[config.mk]
export PLATFORM = sky130hd
export DESIGN_NAME = dcache_controller
export DESIGN_NICKNAME = d
export VERILOG_FILES = /design/src/rtl/dcache_controller.sv
export SDC_FILE = /design/constraint.sdc
export NUM_CORES = 2
export LEC_CHECK = 0
export ABC_AREA = 1
export BUFFER_PORTS_ARGS = -buffer_cell sky130_fd_sc_hd__buf_2
export CORE_MARGIN = 5
export CORE_UTILIZATION = 25
export CTS_BUF_LIST = sky130_fd_sc_hd__clkbuf_16
export CTS_CLUSTER_DIAMETER = 50
export CTS_CLUSTER_SIZE = 8
export DETAILED_ROUTE_END_ITERATION = 8
export REMOVE_ABC_BUFFERS = 1
export SKIP_LAST_GASP = 1
export SLEW_MARGIN = 20
export SYNTH_ARGS = -nofsm -noshare
export SYNTH_HDL_FRONTEND = slang
export SYNTH_MEMORY_MAX_BITS = 65536
export SYNTH_SLANG_ARGS = --single-unit
[constraint.sdc]
create_clock -name clk_i -period 5.8 [get_ports clk_i]
set_input_delay 0.87 -clock clk_i [delete_from_list [all_inputs] [get_ports clk_i]]
set_output_delay 0.87 -clock clk_i [all_outputs]
set_load 0.01 [all_outputs]
[src/rtl/dcache_controller.sv]
// Direct-mapped, write-back, write-allocate data cache for the MEM stage.
// Define DCACHE_PERF_CNT_EN to add the hit_cnt_o / miss_cnt_o performance counters.
module dcache_controller #(
   parameter int LINES     = 16,
   parameter int LINE_BITS = 256,
   parameter int TAG_BITS  = 23
) (
   input  logic                 clk_i,
   input  logic                 rst_i,
   input  logic                 cpu_req_i,
   input  logic                 cpu_we_i,
   input  logic [31:0]          cpu_addr_i,
   input  logic [31:0]          cpu_data_i,
   output logic [31:0]          cpu_data_o,
   output logic                 cpu_stall_o,
   output logic                 mem_enable_o,
   output logic                 mem_write_o,
   output logic [31:0]          mem_addr_o,
   output logic [LINE_BITS-1:0] mem_data_o,
   input  logic [LINE_BITS-1:0] mem_data_i,
`ifdef DCACHE_PERF_CNT_EN
   input  logic                 mem_ack_i,
   output logic [31:0]          hit_cnt_o,
   output logic [31:0]          miss_cnt_o
`else
   input  logic                 mem_ack_i
`endif
);

   localparam int IDX_BITS = $clog2(LINES);

   typedef enum logic [1:0] {
      IDLE,
      WRITEBACK,
      ALLOCATE,
      REFILL_DONE
   } state_t;

   state_t                r_state;
   logic [LINES-1:0]      r_valid;
   logic [LINES-1:0]      r_dirty;
   logic [TAG_BITS-1:0]   r_tag  [LINES];
   logic [LINE_BITS-1:0]  r_data [LINES];
   logic                  r_memEnable;
   logic                  r_memWrite;
   logic [31:0]           r_memAddr;
   logic [LINE_BITS-1:0]  r_memData;

   logic [IDX_BITS-1:0]   w_idx;
   logic [TAG_BITS-1:0]   w_tag;
   logic [2:0]            w_word;
   logic                  w_hit;
   logic                  w_unusedAddr;

   assign w_idx        = cpu_addr_i[5+IDX_BITS-1:5];
   assign w_tag        = cpu_addr_i[31:32-TAG_BITS];
   assign w_word       = cpu_addr_i[4:2];
   assign w_unusedAddr = ^cpu_addr_i[1:0];

   assign w_hit       = (r_state == IDLE) && r_valid[w_idx] && (r_tag[w_idx] == w_tag);
   assign cpu_stall_o = cpu_req_i && !w_hit;
   assign cpu_data_o  = (cpu_req_i && !cpu_we_i && w_hit) ?
                        r_data[w_idx][{w_word, 5'b00000} +: 32] : 32'd0;

   assign mem_enable_o = r_memEnable;
   assign mem_write_o  = r_memWrite;
   assign mem_addr_o   = r_memAddr;
   assign mem_data_o   = r_memData;

   // Control state, valid/dirty bits and the registered memory-side outputs.
   always_ff @(posedge clk_i or negedge rst_i) begin
      if (!rst_i) begin
         r_state     <= IDLE;
         r_valid     <= '0;
         r_dirty     <= '0;
         r_memEnable <= 1'b0;
         r_memWrite  <= 1'b0;
         r_memAddr   <= '0;
         r_memData   <= '0;
      end else begin
         case (r_state)
            IDLE: begin
               if (cpu_req_i && !w_hit) begin
                  r_memEnable <= 1'b1;
                  if (r_valid[w_idx] && r_dirty[w_idx]) begin
                     r_state    <= WRITEBACK;
                     r_memWrite <= 1'b1;
                     r_memAddr  <= {r_tag[w_idx], w_idx, 5'b00000};
                     r_memData  <= r_data[w_idx];
                  end else begin
                     r_state    <= ALLOCATE;
                     r_memWrite <= 1'b0;
                     r_memAddr  <= {cpu_addr_i[31:5], 5'b00000};
                  end
               end else if (cpu_req_i && cpu_we_i) begin
                  r_dirty[w_idx] <= 1'b1;
               end
            end
            WRITEBACK: begin
               if (mem_ack_i) begin
                  r_state    <= ALLOCATE;
                  r_memWrite <= 1'b0;
                  r_memAddr  <= {cpu_addr_i[31:5], 5'b00000};
               end
            end
            ALLOCATE: begin
               if (mem_ack_i) begin
                  r_state        <= REFILL_DONE;
                  r_memEnable    <= 1'b0;
                  r_valid[w_idx] <= 1'b1;
                  r_dirty[w_idx] <= 1'b0;
               end
            end
            REFILL_DONE: begin
               r_state <= IDLE;
            end
            default: begin
               r_state <= IDLE;
            end
         endcase
      end
   end

   // Tag and line storage carry no reset; validity is tracked separately.
   always_ff @(posedge clk_i) begin
      if (r_state == ALLOCATE && mem_ack_i) begin
         r_data[w_idx] <= mem_data_i;
         r_tag[w_idx]  <= w_tag;
      end else if (cpu_req_i && cpu_we_i && w_hit) begin
         r_data[w_idx][{w_word, 5'b00000} +: 32] <= cpu_data_i;
      end
   end

`ifdef DCACHE_PERF_CNT_EN
   logic [31:0] r_hitCnt;
   logic [31:0] r_missCnt;
   logic        r_prevRefill;

   // The hit that completes a refilled miss is not counted as a separate hit.
   always_ff @(posedge clk_i or negedge rst_i) begin
      if (!rst_i) begin
         r_hitCnt     <= '0;
         r_missCnt    <= '0;
         r_prevRefill <= 1'b0;
      end else begin
         r_prevRefill <= (r_state == REFILL_DONE);
         if (cpu_req_i && w_hit && !r_prevRefill) begin
            r_hitCnt <= r_hitCnt + 32'd1;
         end
         if (r_state == IDLE && cpu_req_i && !w_hit) begin
            r_missCnt <= r_missCnt + 32'd1;
         end
      end
   end

   assign hit_cnt_o  = r_hitCnt;
   assign miss_cnt_o = r_missCnt;
`endif

endmodule

==> impl_metrics.ini <==
[run_status]
outcome = complete, but fails checks
violations = setup timing

[die]
die_h_um = 869
rows = 315
dieArea_um2 = 755000
io_pins = 648
initial_utilization_pct = 25.1
dieWidth_um = 869
core-area_um2 = 735000

[critical_path]
required_ps = 4930
cpMostUsedCell = nand2_1
end_kind = output port
r2r_end = r_data[5][157]
worstPathArrival_ps = 5060
startpoint_type = input pin
crit_fanout = 43
ff2ff_setup_slack_ps = 1720
critPathBufInv = 7
slowest_stage = inv_8
reg2reg_from = r_tag[6][9]
cp_cell_sequence = buf_6 > inv_4 > nand2_4 > inv_8 > buf_12 > buf_4 > buf_4 > a22oi_1 > nand2_1 > nand2_1 > nand4_1 > a21oi_1 > o21ai_0 > nand3_1 > nand2_1 > nand2_1 > nor2_1 > buf_2
slowest_delay_ps = 410
reg2reg_depth = 17
critPathTopFamily = buffers and inverters
critPathKind = in2out

[drt]
top_layer_used = met5
num_vias = 126000
routed_wl_mm = 761
wl_met1_mm = 269
detail_route.vias_per_cell = 5.14
first_pass_iters = 6
post_drt_wl_per_cell_um = 31.0
ant_nets = 0
drtIter0Drc = 18000
met3_length_mm = 101
drc = 0
wl_met2_mm = 326

[grt]
grt_pass1_vias = 118000
grt_max_degree = 140
overflow = 0
grt_usage_pct = 19.2
antenna_found_initial = 121
grt_first_pass_wirelength_mm = 1010

[cts]
clock_sinks = 4783
clockRootBuffer = clkbuf_16
ctsHtreeMaxLevel = 6
insertion_delay_ps = 1120
cts_buffers = 682
clk_pin_slew_ps = 50
cts_tree = built
cts_buffer_depth = 4

[place]
routabilityCongestion = 0.898
pre_cts_ws_ps = -123
dp_hpwl_mm = 504
port_buffers = 640

[sta]
max_slew_margin_pct = 7.82
worst_slack_ps = -132
fmax_mhz = 169
worst_pin_slew_ps = 1370
min_period_ps = 5930
fin_crit_sh_pct = 102
grt_setup_unrepaired = true
slew_violations = 0
setup_viol = 5
finalClockSkew_ps = 94.8
hold_viol = 0

[flow_run]
maxCapViolations = 0

[final_layout]
syn_to_final_growth_pct = 23.7
fin_nets = 14700
drive_above_1_share_pct = 18.0
final_core_utilization_pct = 31.0

[logic_synthesis]
synth-async-reset-ratio_pct = 6.67
synth_warnings = 0
synth_ff_type = edfxtp_1
syn_area_per_cell_um2 = 14.1
yosysSeqAreaShare_pct = 77.1
syn-cell-area_um2 = 184000
synthCells = 13100
ys_ff_latch = 4783
synth-edff-count = 4464
ys_types = 34

[worst_hold_path]
hold_end = r_tag[8][0]
hp-class = in2reg
hold_path_depth = 1
worstHoldStart = cpu_addr_i[9]

[power]
leakagePower_nw = 79.4
ir_worst_vdd_mv = 0.319
p_total_mw = 85.8
powerDensity_nw_per_um2 = 376
==> per-stage QoR <==
step / instances / instance area [µm²] / setup TNS (ps) / hold WS, ps
after detailed placement: 23500 / 208000 / -368 / 447
after floorplan: 12200 / 181000 / - / 424
after CTS: 24400 / 228000 / 0 / 76.0
after global routing: 24500 / 228000 / -16.6 / 128
after global placement: 23500 / 208000 / -837 / 437
final: 24500 / 228000 / -305 / 178
==> metal layers <==
layer	global-route usage (%)	vias up
met1	23.0	63300
met4	14.1	76
met2	27.8	8639
met3	7.77	1822
li1	-	52300
met5	0	-
==> flip-flops by register name, indices dropped and copies added, names as in the netlist, named ones only <==
signal,flops
r_data,4096
r_tag,368
mem_data_o,256
mem_addr_o,27
r_valid,16
r_state,2
mem_enable_o,1
mem_write_o,1
==> report_power, final <==
part	internal [mW]	total [mW]	switching (mW)
Sequential	39.2	39.8	0.645
Clock	21.5	36.5	15.0
Combinational	2.41	9.43	7.02
==> cells in the final DEF (no fill, tap or decap), types with 202 or more instances in the layout <==
cell type,count
edfxtp_1,4464
buf_2,637
inv_1,269
nand2_1,3077
buf_12,238
buf_4,655
o21ai_0,294
clkbuf_16,688
nand4_1,343
a21oi_1,614
nand3_1,202
dfrtp_1,319
a22oi_1,2056
==> logic make-up (layout without fill, tap and decap cells) <==
kind of cell / count (synthesis) / in the layout / synth area share [%]
AO/OA/AOI/OAI: 3152 / 3152 / 11.4
adder cells (fa/ha/maj): 9 / 9 / 0.0611
buffers and inverters: 1058 / 2618 / 2.36
flip-flops: 4783 / 4783 / 77.1
other: 1 / 102 / 0.00203
AND/OR/NAND/NOR: 4056 / 4056 / 9.10
==> Yosys cell counts, types with 119 or more instances <==
| cell type | count | area, µm² |
|---|---|---|
| a21oi_1 | 712 | 3560 |
| a22oi_1 | 2056 | 15400 |
| buf_2 | 250 | 1250 |
| clkbuf_1 | 521 | 1960 |
| dfrtp_1 | 319 | 7980 |
| edfxtp_1 | 4464 | 134000 |
| inv_1 | 119 | 447 |
| nand2_1 | 3091 | 11600 |
| nand3_1 | 202 | 1010 |
| nand4_1 | 343 | 2150 |
| nor2_1 | 238 | 893 |
| nor4_1 | 120 | 751 |
| o21ai_0 | 302 | 1510 |
==> worst max-delay path by stage <==
stage	slack, ps	endpoint	cells past startpoint	startpoint
after floorplan	-40530	mem_data_o[0]	9	cpu_addr_i[6]
after global placement	-480	cpu_data_o[14]	17	cpu_addr_i[5]
after detailed placement	-120	cpu_data_o[21]	18	cpu_addr_i[5]
after CTS	7	cpu_data_o[27]	17	cpu_addr_i[5]
after global routing	-20	cpu_data_o[10]	21	cpu_addr_i[6]
final	-130	cpu_data_o[20]	18	cpu_addr_i[5]
==> what timing repair did <==
action,in CTS,in global routing
setup buffers,0,0
cloned,0,0
endpoints found under the hold margin,41,0
endpoints found under the setup margin,3,3
resized for setup,3,3
hold buffers,1,0
==> worst reg2reg max path, stage by stage, from the launching register on <==
cell      delay, ps
edfxtp_1        360
nand2_1          70
nand2_1          50
nand2_1          50
nand2_1          60
nand2_1          70
nand2_1          70
o21bai_1        310
nand2_1          80
nor2_1          180
nand2_1         170
nor2_1          210
nand3_2         240
nor2_4          180
buf_12          210
nand2_4         170
buf_4           290
o21ai_1         870
==> layout make-up <==
| cell class | count | area, µm² |
|---|---|---|
| Fill cell | 72500 | 507000 |
| Sequential cell | 4783 | 142000 |
| Multi-Input combinational cell | 7222 | 40300 |
| Clock buffer | 688 | 17200 |
| Timing Repair Buffer | 1542 | 13000 |
| Tap cell | 9827 | 12300 |
| Clock inverter | 237 | 2270 |
| Inverter | 151 | 623 |
| Antenna cell | 97 | 243 |
Note: power is estimated with default switching activity, not from simulation.
